==> src/rtl/cam_pkg.sv <==
// Shared definitions for the camera capture path: format codes,
// capture FSM encoding and RGB565 field positions.
package cam_pkg;

    localparam int MODE_RGB332 = 0;
    localparam int MODE_RGB444 = 1;
    localparam int MODE_GRAY8  = 2;

    typedef enum logic [1:0] {
        ST_IDLE       = 2'd0,
        ST_WAIT_VS_HI = 2'd1,
        ST_WAIT_VS_LO = 2'd2,
        ST_CAPTURE    = 2'd3
    } cam_state_e;

    // Bit positions inside the 16-bit {hi, lo} RGB565 word.
    localparam int R_MSB = 15;
    localparam int R_LSB = 11;
    localparam int G_MSB = 10;
    localparam int G_LSB = 5;
    localparam int B_MSB = 4;
    localparam int B_LSB = 0;

endpackage

==> src/rtl/cam_read_gen_if.sv <==
// Frame-buffer write port: address, 12-bit pixel and write strobe.
// The capture block is the master, the dual-port RAM the slave.
interface cam_read_gen_if #(
    parameter int AW = 15
);
    logic [AW-1:0] mem_px_addr;
    logic [11:0]   mem_px_data;
    logic          px_wr;

    modport master (output mem_px_addr, mem_px_data, px_wr);
    modport slave  (input  mem_px_addr, mem_px_data, px_wr);
endinterface

==> src/rtl/cam_px_conv.sv <==
// Combinational RGB565 {hi, lo} to 12-bit pixel converter.
// MODE picks RGB332, RGB444 or 8-bit gray; shared with the display path.
module cam_px_conv
    import cam_pkg::*;
#(
    parameter int MODE = MODE_RGB332
) (
    input  logic [7:0]  hi,
    input  logic [7:0]  lo,
    output logic [11:0] data
);
    logic [15:0] px;
    logic [4:0]  r;
    logic [5:0]  g;
    logic [4:0]  b;
    logic [7:0]  r8;
    logic [7:0]  g8;
    logic [7:0]  b8;
    logic [9:0]  sum;

    assign px = {hi, lo};
    assign r  = px[R_MSB:R_LSB];
    assign g  = px[G_MSB:G_LSB];
    assign b  = px[B_MSB:B_LSB];

    // Channels widened to 8 bits by replicating their top bits.
    assign r8  = {r, r[4:2]};
    assign g8  = {g, g[5:4]};
    assign b8  = {b, b[4:2]};
    assign sum = {2'b00, r8} + {1'b0, g8, 1'b0} + {2'b00, b8};

    always_comb begin
        data = '0;
        case (MODE)
            MODE_RGB444: data = {r[4:1], g[5:2], b[4:1]};
            MODE_GRAY8:  data = {2'b00, sum >> 2};
            default:     data = {4'h0, r[4:2], g[5:3], b[4:3]};
        endcase
    end
endmodule

==> src/rtl/cam_read_gen.sv <==
// OV7670-style capture: RGB565 byte pairs -> converted pixels -> frame buffer.
// Define CAM_READ_DECIM_EN to add the decim input for 2x2 decimation.
module cam_read_gen
    import cam_pkg::*;
#(
    parameter int AW         = 15,
    parameter int IMG_W      = 160,
    parameter int IMG_H      = 120,
    parameter int MODE       = MODE_RGB332,
    parameter int CONTINUOUS = 0,
    parameter int LW         = 8
) (
    input  logic          pclk,
    input  logic          rst,
    input  logic          vsync,
    input  logic          href,
    input  logic [7:0]    px_data,
    input  logic          inicio,
`ifdef CAM_READ_DECIM_EN
    input  logic          decim,
`endif
    cam_read_gen_if.master mem,
    output logic [LW-1:0] cont_href,
    output logic          busy,
    output logic          frame_done,
    output logic          ovf
);
    localparam int CW = $clog2(IMG_W + 1);
    localparam logic [CW-1:0] COL_MAX = CW'(IMG_W);
    localparam logic [AW-1:0] FULL    = AW'(IMG_W * IMG_H);
    localparam logic [LW-1:0] LN_MAX  = LW'(IMG_H);

    cam_state_e    state, state_nx;
    logic          start, fin;
    logic          cap, pix, line_end, keep, room, wr_ok;
    logic          href_q, phase, line_wr, wr;
    logic [7:0]    hi;
    logic [CW-1:0] col;
    logic [AW-1:0] addr;
    logic [11:0]   conv, data;

    always_ff @(posedge pclk or negedge rst) begin
        if (!rst) state <= ST_IDLE;
        else      state <= state_nx;
    end

    always_comb begin
        state_nx = state;
        start    = 1'b0;
        fin      = 1'b0;
        unique case (state)
            ST_IDLE:       if (inicio) state_nx = ST_WAIT_VS_HI;
            ST_WAIT_VS_HI: if (vsync)  state_nx = ST_WAIT_VS_LO;
            ST_WAIT_VS_LO: begin
                if (!vsync) begin
                    state_nx = ST_CAPTURE;
                    start    = 1'b1;
                end
            end
            ST_CAPTURE: begin
                if (vsync) begin
                    fin      = 1'b1;
                    state_nx = (CONTINUOUS != 0 && inicio) ? ST_WAIT_VS_LO
                                                           : ST_IDLE;
                end
            end
            default: state_nx = ST_IDLE;
        endcase
    end

    // A vsync rise mid-line ends the frame, so bytes are only taken with vsync low.
    assign cap      = (state == ST_CAPTURE) && !vsync;
    assign pix      = cap && href && phase;
    assign line_end = cap && href_q && !href;
    assign room     = (col < COL_MAX) && (addr < FULL);
    assign wr_ok    = pix && keep && room;

`ifdef CAM_READ_DECIM_EN
    logic px_par, ln_par;

    always_ff @(posedge pclk or negedge rst) begin
        if (!rst) begin
            px_par <= 1'b0;
            ln_par <= 1'b0;
        end else if (start) begin
            px_par <= 1'b0;
            ln_par <= 1'b0;
        end else if (line_end) begin
            px_par <= 1'b0;
            ln_par <= ~ln_par;
        end else if (pix) begin
            px_par <= ~px_par;
        end
    end

    assign keep = ~decim | (~px_par & ~ln_par);
`else
    assign keep = 1'b1;
`endif

    cam_px_conv #(.MODE(MODE)) u_conv (
        .hi   (hi),
        .lo   (px_data),
        .data (conv)
    );

    always_ff @(posedge pclk or negedge rst) begin
        if (!rst) begin
            href_q     <= 1'b0;
            phase      <= 1'b0;
            line_wr    <= 1'b0;
            hi         <= '0;
            col        <= '0;
            addr       <= '0;
            data       <= '0;
            wr         <= 1'b0;
            cont_href  <= '0;
            frame_done <= 1'b0;
            ovf        <= 1'b0;
        end else begin
            href_q     <= href;
            wr         <= wr_ok;
            frame_done <= fin;
            if (wr) addr <= addr + 1'b1;
            if (cap && href && !phase) begin
                hi    <= px_data;
                phase <= 1'b1;
            end
            if (pix) phase <= 1'b0;
            if (wr_ok) begin
                data    <= conv;
                line_wr <= 1'b1;
                col     <= col + 1'b1;
            end
            if (pix && keep && !room) ovf <= 1'b1;
            if (line_end) begin
                phase   <= 1'b0;
                col     <= '0;
                line_wr <= 1'b0;
                if (phase) ovf <= 1'b1;
                if (line_wr) begin
                    if (cont_href == LN_MAX) ovf <= 1'b1;
                    else cont_href <= cont_href + 1'b1;
                end
            end
            if (start) begin
                addr      <= '0;
                cont_href <= '0;
                ovf       <= 1'b0;
                phase     <= 1'b0;
                col       <= '0;
                line_wr   <= 1'b0;
            end
        end
    end

    assign busy            = (state != ST_IDLE);
    assign mem.mem_px_addr = addr;
    assign mem.mem_px_data = data;
    assign mem.px_wr       = wr;
endmodule

==> src/flat_wrapper.sv <==
// flat-port wrapper written by rule: the top's interface ports become plain ports
module cam_read_gen_flat import cam_pkg::*;
#(
    parameter int AW         = 15,
    parameter int IMG_W      = 160,
    parameter int IMG_H      = 120,
    parameter int MODE       = MODE_RGB332,
    parameter int CONTINUOUS = 0,
    parameter int LW         = 8
)
  (pclk, rst, vsync, href, px_data, inicio, cont_href, busy, frame_done, ovf, mem_mem_px_addr, mem_mem_px_data, mem_px_wr);
  cam_read_gen_if #(.AW(AW)) mem_i ();
  input  logic pclk;
  input  logic rst;
  input  logic vsync;
  input  logic href;
  input  logic [7:0] px_data;
  input  logic inicio;
  output logic [LW-1:0] cont_href;
  output logic busy;
  output logic frame_done;
  output logic ovf;
  output wire logic [$bits(mem_i.mem_px_addr)-1:0] mem_mem_px_addr;
  output wire logic [$bits(mem_i.mem_px_data)-1:0] mem_mem_px_data;
  output wire logic [$bits(mem_i.px_wr)-1:0] mem_px_wr;
  assign mem_mem_px_addr = mem_i.mem_px_addr;
  assign mem_mem_px_data = mem_i.mem_px_data;
  assign mem_px_wr = mem_i.px_wr;
  cam_read_gen #(.AW(AW), .IMG_W(IMG_W), .IMG_H(IMG_H), .MODE(MODE), .CONTINUOUS(CONTINUOUS), .LW(LW)) u_core (.pclk(pclk), .rst(rst), .vsync(vsync), .href(href), .px_data(px_data), .inicio(inicio), .mem(mem_i), .cont_href(cont_href), .busy(busy), .frame_done(frame_done), .ovf(ovf));
endmodule
==> config.mk <==
export PLATFORM = sky130hd
export DESIGN_NAME = cam_read_gen_flat
export DESIGN_NICKNAME = d
export VERILOG_FILES = /design/src/rtl/cam_pkg.sv /design/src/rtl/cam_read_gen_if.sv /design/src/rtl/cam_px_conv.sv /design/src/rtl/cam_read_gen.sv /design/src/flat_wrapper.sv
export SDC_FILE = /design/constraint.sdc
export NUM_CORES = 1
export LEC_CHECK = 0
export ABC_AREA = 0
export BUFFER_PORTS_ARGS = -buffer_cell sky130_fd_sc_hd__buf_2
export CORE_ASPECT_RATIO = 2
export CORE_MARGIN = 1.5
export CORE_UTILIZATION = 35
export CTS_CLUSTER_DIAMETER = 30
export CTS_CLUSTER_SIZE = 28
export DETAILED_ROUTE_END_ITERATION = 6
export GPL_ROUTABILITY_DRIVEN = 0
export HOLD_SLACK_MARGIN = 0.05
export PLACE_DENSITY = 0.65
export SYNTH_ARGS = -nofsm -noshare
export SYNTH_HDL_FRONTEND = slang
export SYNTH_SLANG_ARGS = --single-unit
==> constraint.sdc <==
create_clock -name pclk -period 3.4 [get_ports pclk]
set_clock_uncertainty 0.2 [all_clocks]
set_input_delay 0 -clock pclk [delete_from_list [all_inputs] [get_ports pclk]]
set_output_delay 0 -clock pclk [all_outputs]
set_load 0.01 [all_outputs]
==> results of run 1 <==
-- report_power, final --
| group | switching, W | internal (W) | leakage [nW] |
|---|---|---|---|
| clock | 0.000218 | 0.000273 | 0.0631 |
| sequential | 0.000102 | 0.000755 | 0.713 |
| combinational | 0.000231 | 0.000201 | 0.745 |
-- cell families after synthesis --
group	synth area share, %
mux	7.38
other cells	0.147
flops	51.8
xor+xnor	6.50
fa+ha+maj	4.40
simple gates	18.3
buf+inv	3.57
compound gates	7.87
-- worst paths after layout --
kind | depth (start not counted) | startpoint | end
setup reg to reg | 6 | u_core.state[1]$_DFFE_PN0P_ | u_core.col[5]$_DFFE_PN0P_
hold / removal | 2 | rst | u_core.cont_href[4]$_DFFE_PN0P_
max in group asynchronous | 3 | rst | u_core.col[6]$_DFFE_PN0P_
setup / recovery | 6 | u_core.state[1]$_DFFE_PN0P_ | u_core.col[5]$_DFFE_PN0P_
min in group pclk | 2 | href | u_core.href_q$_DFF_PN0_
hold reg to reg | 1 | u_core.col[7]$_DFFE_PN0P_ | u_core.col[7]$_DFFE_PN0P_
-- what timing repair did --
item | CTS | global route
endpoints found under the hold margin | 46 | 0
hold buffers | 12 | 0
setup endpoints to repair | 0 | 0
-- stage by stage --
step	cells	hold slack (ns)	power, W	util, %	cell area [µm²]
after floorplan	241	-0.496	0.00113	-	2570
after global placement	372	-0.150	0.00127	40.3	2880
after detailed placement	372	-0.141	0.00130	40.3	2880
after CTS	392	0.0845	0.00180	44.0	3150
after global routing	392	0.120	0.00190	44.0	3150
final	392	0.0715	0.00178	44.0	3150
-- layer usage --
layer	vias up	global-route usage, %	routed length, µm
li1	950	-	-
met5	-	0	0
met1	958	16.4	2200
met2	60	25.8	2770
met4	0	3.26	38
met3	8	2.98	223
-- critical path, stage by stage (launching register included) --
cell and delay, ns:
dfrtp_1 0.39, ha_1 0.26, and4b_1 0.26, o2111ai_2 0.29, buf_4 0.30, or4_1 0.51, a21oi_1 0.18
-- flip-flops by register name (all words and copies together) (netlist names) --
signal and flops:
u_core.mem.mem_px_addr 15, u_core.col 8, u_core.cont_href 8, u_core.mem.mem_px_data 8, u_core.hi 6, u_core.state 2
u_core.frame_done 1, u_core.href_q 1, u_core.line_wr 1, u_core.mem.px_wr 1, u_core.ovf 1, u_core.phase 1
-- cell usage in the layout (no fill, tap or decap), types with 3 or more instances in the layout --
cell type and instances:
nor2_1 26, or3_1 7, clkbuf_16 5, nand2_1 10, o21ai_0 3, ha_1 9
mux2_2 7, nor3_1 6, inv_1 7, and2_1 3, dlygate4sd3_1 12, a21oi_1 12
nand4_1 12, xnor2_1 8, nand3_1 7, buf_4 3, o21ai_1 7, dfrtp_1 53
buf_2 47, xor2_1 11, conb_1 4, mux2_1 8
-- area by class of cell --
class	instances	area share, %
Inverter	8	0.955
Multi-Input combinational cell	169	36.6
Tap cell	92	3.66
Sequential cell	53	42.2
Timing Repair Buffer	62	12.0
Clock inverter	2	0.477
Clock buffer	6	4.10
==> out/metrics.sh, run 1 <==
FINALWORSTPATHREQUIREDPERIOD_NS=2.46
SYNTH.TOP_CELLS.BY_COUNT='dfrtp_1, nor2_1, a21oi_1, nand4_1, xor2_1'
SYNTH_TOP_FLOP_CELL='dfrtp_1'
CRITICAL_PATH.STARTPOINT_TYPE='flip-flop'
WORST_SLACK_NS=0.937
ROUTED_WL_UM=5230
ANTENNA_VIOLATING_NETS_POST_ROUTE=0
SYNTH_LARGEST_AREA_CELL='dfrtp_1'
CLOCK_PATH_BUFFERS=2
EDFF_COUNT_SYNTH=0
HTREE_LEVELS=2
DIE_Y_UM=124
PRECTSSETUPSLACK_NS=0.966
GLOBALROUTETOTALUTIL_PCT=14.0
SYNTHTOLAYOUTAREAGROWTH_PCT=22.9
ANTENNA_FOUND_INITIAL=0
CTS-BUFFERS-INSERTED=5
COREAREA_UM2=7160
NUMBER_OF_SYNTHESIZED_REGISTER_BITS=53
GRT_OVERFLOW_TOTAL=0
WORSTHOLDPATHTYPE='input port to asynchronous set/reset pin'
LAYOUT-DRIVE-GT1-SHARE_PCT=22.3
FINALNETCOUNT=321
SYNTH_MOST_COMMON_CELL='dfrtp_1'
TIMING.REG2REG.SETUP_SLACK_NS=0.94
CLOCK-ROOT-BUFFER='clkbuf_16'
POWERDENSITY_nW_PER_UM2=566
ROUTED_VIA_DENSITY=5.04
DRT_ITER0_DRC=181
CTS_SETUP_BUFFERS=0
SYNTH_SEQ_AREA_SHARE_PCT=51.8
FIN_SETUP_TNS_NS=0
FINAL-SETUP-VIOL-COUNT=0
MAXSLEWVIOLCOUNT=0
ASYNC_FLOP_SHARE_PCT=100
MAX_SLEW.WORST_PIN.SLEW_NS=0.657
PIN_COUNT_OF_THE_BIGGEST_NET_ENTERING_GLOBAL_ROUTING=30
DR_VIAS=1976
SYN-MEAN-INSTANCE-AREA_UM2=10.8
FLOORPLAN.INITIALDENSITY_PCT=35.8
CTS_RESIZED=0
ANTENNA_CELLS_INSERTED=0
DIEAREA_UM2=7860
POST_DETAILED_ROUTE_DRC_MARKER_COUNT=0
SYN_INST=238
STATUS='finished clean'
CTS.REPORTEDPATHS.CLKPINSLEW_NS=0.07
FINAL_CYCLE_UTILIZATION_OF_THE_CRITICAL_PATH_PCT=72.4
YS_WARN_COUNT=0
IO_BUFFERS=47
MAX-CAP-VIOLATIONS=0
VDD_IR_DROP_MAX_uV=490
NUM_ROWS=44
CRITICAL_PATH_PEAK_FANOUT=14
NETLIST_AREA_BEFORE_PLACEMENT_UM2=2560
FINAL_HOLD_VIOL_COUNT=0
WORST_SLEW_MARGIN_REL_PCT=56.2
CRIT_PATH_END_KIND='flip-flop'
POWER.STATIC_LEAKAGE_nW=1.52
CRITICAL_PATH_CLASS='flip-flop to flip-flop'
FIRST_PASS_GRT_WIRE_LENGTH_UM=8850
DETAIL_ROUTE.WL_PER_CELL_UM=13.4
LAYOUT.AREA.SEQ_UM2=1330
DESIGN.PORTCOUNT=52
FIRST_GLOBAL_VIAS=1967
RSZ0062_AT_GRT='no'
TRITONCTS='done'
POST_SYNTH_CELL_TYPES=43
WORSTPATHARRIVAL_NS=2.46
FILLERS=730
DIE-WIDTH_UM=63.5
DETAILEDROUTE.FIRSTPASSITERATIONCOUNT=4
DP_HPWL_UM=3810
REQUIRED_NS=3.40
NUMBER_OF_CLOCK_SINKS=53
FMAX_MHz=406
SYNTH.TOP_CELLS.BY_AREA='dfrtp_1, ha_1, nor2_1, xor2_1, mux2_1'
SOURCE_TO_SINK_CLOCK_DELAY_AT_THE_LATER_PIN_OF_THE_WORST_SKEW_PAIR_NS=0.29
TOTAL_AREA_OF_MULTI_INPUT_COMBINATIONAL_CELLS_UM2=1150
YOSYS.AREA.TOP_TYPE_SHARE_PCT=51.8
Note: power is estimated with default switching activity, not from simulation.
==> run 2, diff against run 1 <==
--- a/config.mk
+++ b/config.mk
@@ -5,7 +5,7 @@
 export SDC_FILE = /design/constraint.sdc
 export NUM_CORES = 1
 export LEC_CHECK = 0
-export ABC_AREA = 0
+export ABC_AREA = 1
 export BUFFER_PORTS_ARGS = -buffer_cell sky130_fd_sc_hd__buf_2
 export CORE_ASPECT_RATIO = 2
 export CORE_MARGIN = 1.5
@@ -15,7 +15,7 @@
 export DETAILED_ROUTE_END_ITERATION = 6
 export GPL_ROUTABILITY_DRIVEN = 0
 export HOLD_SLACK_MARGIN = 0.05
-export PLACE_DENSITY = 0.65
+export PLACE_DENSITY = 0.66
 export SYNTH_ARGS = -nofsm -noshare
 export SYNTH_HDL_FRONTEND = slang
 export SYNTH_SLANG_ARGS = --single-unit
==> constraint.sdc (replaced) <==
create_clock -name pclk -period 2.2 [get_ports pclk]
set_clock_uncertainty 0.2 [all_clocks]
set_input_delay 0 -clock pclk [delete_from_list [all_inputs] [get_ports pclk]]
set_output_delay 0 -clock pclk [all_outputs]
set_load 0.01 [all_outputs]
==> run 2 against run 1 <==
Count of clock-buffer cells in the layout decreased by 1. Synthesized cell count is 51% higher. Global-route usage grew 2.8 points. Worst hold slack gained 0.16 ns. Critical endpoint is now u_core.col[3]$_DFFE_PN0P_.
==> out/metrics.sh, run 2 <==
MET2ROUTEDLENGTH_UM=3690  # +33%
POWER.STATIC_LEAKAGE_nW=1.91  # +25%
SYNTHTOLAYOUTAREAGROWTH_PCT=23.6
ANTENNA_CELLS_INSERTED=0  # unchanged
DIEAREA_UM2=8750  # +11%
EDFF_COUNT_SYNTH=0  # unchanged
GRT_OVERFLOW_TOTAL=0  # unchanged
DIE_Y_UM=131  # +5.5%
ASYNC_FLOP_SHARE_PCT=100  # unchanged
FIRST_GLOBAL_VIAS=2533  # +29%
FIRST_PASS_GRT_WIRE_LENGTH_UM=11200  # +27%
WORSTPATHARRIVAL_NS=1.99  # -0.47 ns
SYNTH_LARGEST_AREA_CELL='dfrtp_1'
MAX_SLEW.WORST_PIN.SLEW_NS=0.966  # +0.308 ns
PRECTSSETUPSLACK_NS=0.238  # -0.728 ns
NUM_ROWS=46  # +4.5%
CLOCK_PATH_BUFFERS=2  # unchanged
ANTENNA_FOUND_INITIAL=0  # unchanged
FINALWORSTPATHREQUIREDPERIOD_NS=1.95  # -0.510 ns
CRITICAL_PATH_CLASS='flip-flop to flip-flop'
WL_MET1_UM=2410  # +9.6%
POST_SYNTH_CELL_TYPES=30  # -30%
GLOBALROUTETOTALUTIL_PCT=16.8  # +2.8 points
REQUIRED_NS=2.24  # -1.16 ns
DRT_ITER0_DRC=120  # -34%
NUMBER_OF_CLOCK_SINKS=53  # unchanged
NUMBER_OF_SYNTHESIZED_REGISTER_BITS=53  # unchanged
FINAL-SETUP-VIOL-COUNT=0  # unchanged
FINAL_HOLD_VIOL_COUNT=0  # unchanged
FIN_SETUP_TNS_NS=0  # unchanged
SYNTH_SEQ_AREA_SHARE_PCT=46.4  # -5.4 points
FINAL_CYCLE_UTILIZATION_OF_THE_CRITICAL_PATH_PCT=88.8  # +16 points
LAYOUT_COMMONEST_CELL='nand2_1'
CTS-BUFFERS-INSERTED=5  # unchanged
WORST_SLEW_MARGIN_REL_PCT=35.4  # -21 points
RSZ0062_AT_GRT='no'
WORST_PATH_CELL_WITH_THE_LONGEST_STAGE_DELAY='dfrtp_1'
SOURCE_TO_SINK_CLOCK_DELAY_AT_THE_LATER_PIN_OF_THE_WORST_SKEW_PAIR_NS=0.30  # about the same
STATUS='finished clean'
YS_WARN_COUNT=0  # unchanged
FLOORPLAN.INITIALDENSITY_PCT=36.0  # +0.21 points
DETAILEDROUTE.FIRSTPASSITERATIONCOUNT=4  # unchanged
LARGEST_REGISTER_FF_COUNT=15  # unchanged
YOSYS.AREA.TOP_TYPE_SHARE_PCT=46.4  # -5.4 points
COREAREA_UM2=7940  # +11%
FMAX_MHz=512  # +26%
SYNTH_TOP_FLOP_CELL='dfrtp_1'
MAX-CAP-VIOLATIONS=0  # unchanged
DETAIL_ROUTE.WL_PER_CELL_UM=12.5  # -6.2%
WORSTHOLDPATHTYPE='input port to flip-flop'
VDD_IR_DROP_MAX_uV=786  # +61%
HTREE_LEVELS=2  # unchanged
TOTAL_POWER_W=0.00307  # +72%
DIE-WIDTH_UM=66.9  # +5.4%
TIMING.REG2REG.SETUP_SLACK_NS=0.25  # -0.69 ns
CTS.REPORTEDPATHS.CLKPINSLEW_NS=0.07  # about the same
CLOCK-ROOT-BUFFER='clkbuf_16'
ROUTED_WL_UM=6540  # +25%
DR.MAX_LAYER_USED='met4'
SYN_INST=359  # +51%
CRITICAL_PATH_PEAK_FANOUT=17  # +3
FINALNETCOUNT=447  # +39%
PIN_COUNT_OF_THE_BIGGEST_NET_ENTERING_GLOBAL_ROUTING=31  # +3.3%
WORST_SLACK_NS=0.247  # -0.690 ns
SYNTH.TOP_CELLS.BY_AREA='dfrtp_1, nand2_1, nand3_1, nor2_1, inv_1'
TRITONCTS='done'
NETLIST_AREA_BEFORE_PLACEMENT_UM2=2860  # +12%
CRITICAL_PATH.STARTPOINT_TYPE='flip-flop'
TIMING.CRITICAL_PATH.CELLS='ha_1, inv_2, nor2_4, nand2_4, nor2_4, nand3_2, nand2_1, nand2_1, nand2_1'
FINAL.HOLD.WORST_SLACK_NS=0.232  # +0.160 ns
CRIT_PATH_END_KIND='flip-flop'
LAYOUT-DRIVE-GT1-SHARE_PCT=18.1  # -4.3 points
POWERDENSITY_nW_PER_UM2=868  # +53%
DR_WL_MET3_UM=277  # +24%
WORST_PATH_LARGEST_CELL_DELAY_NS=0.39  # -0.12 ns
IO_BUFFERS=47  # unchanged
SYNTH_MOST_COMMON_CELL='nand2_1'
DP_HPWL_UM=4830  # +27%
ANTENNA_VIOLATING_NETS_POST_ROUTE=0  # unchanged
MOST-COMMON-LAYOUT-CELLS='nand2_1, dfrtp_1, buf_2, nor2_1, inv_1'
ROUTED_VIA_DENSITY=4.82  # -4.4%
SYN-MEAN-INSTANCE-AREA_UM2=7.96  # -26%
DR_VIAS=2516  # +27%
SYNTH.TOP_CELLS.BY_COUNT='nand2_1, dfrtp_1, nor2_1'
DESIGN.PORTCOUNT=52  # unchanged
MAXSLEWVIOLCOUNT=0  # unchanged
CP_COMMON_CELL='nand2_1'
POST_DETAILED_ROUTE_DRC_MARKER_COUNT=0  # unchanged
==> run 2: stage by stage <==
stage | cell area, µm² | std cells | util (%)
floorplan | 2870 | 362 | -
global placement | 3190 | 499 | 40.2
detailed placement | 3190 | 499 | 40.2
CTS | 3530 | 522 | 44.5
global route | 3530 | 522 | 44.5
finish | 3530 | 522 | 44.5
==> run 2: per-layer routing <==
metal / track usage (%) / vias up
li1: - / 1265
met1: 16.2 / 1188
met2: 31.8 / 53
met3: 3.68 / 10
met4: 9.24 / 0
met5: 0 / -
==> run 2: logic make-up after synthesis <==
group / share of synthesized area [%]
AO/OA/AOI/OAI: 6.13
adder cells (fa/ha/maj): 3.94
XOR/XNOR: 1.53
other: 0.131
buffers and inverters: 7.62
multiplexers: 2.37
AND/OR/NAND/NOR: 31.8
flip-flops: 46.4
==> run 2: cell type report <==
type,count,area [µm²]
clock buffers,5,125
clock inverters,3,65.1
fillers,796,4410
inverters,38,143
multi-input cells,261,1320
flip-flops and latches,53,1330
well taps,96,120
repair buffers,66,428
==> run 2: final timing paths <==
path / cells after the start / startpoint / endpoint
max reg2reg: 9 / u_core.state[0]$_DFFE_PN0P_ / u_core.col[3]$_DFFE_PN0P_
max in group asynchronous: 3 / rst / u_core.cont_href[7]$_DFFE_PN0P_
min reg2reg: 2 / u_core.hi[6]$_DFFE_PN0P_ / u_core.mem.mem_px_data[6]$_DFFE_PN0P_
min in group asynchronous: 3 / rst / u_core.mem.mem_px_addr[12]$_DFFE_PN0P_
max: 9 / u_core.state[0]$_DFFE_PN0P_ / u_core.col[3]$_DFFE_PN0P_
min: 2 / href / u_core.href_q$_DFF_PN0_
==> run 2: report_power, final <==
group	switching (W)	total [W]	leakage [nW]	internal (W)
combinational	0.000461	0.000772	1.10	0.000311
sequential	0.000109	0.00127	0.715	0.00116
clock	0.000374	0.00102	0.0938	0.000650
==> run 2: critical path, delay by kind of cell, from the launching register on <==
kind / cells / cell delay (ns)
buf+inv: 1 / 0.05
fa+ha+maj: 1 / 0.21
simple gates: 7 / 1.03
flops: 1 / 0.39
==> run 2: timing repair <==
item / 4_1_cts / 5_1_grt
gates resized for setup: 0 / 0
hold buffers: 15 / 0
hold endpoints to repair: 74 / 0
buffers inserted: 0 / 0
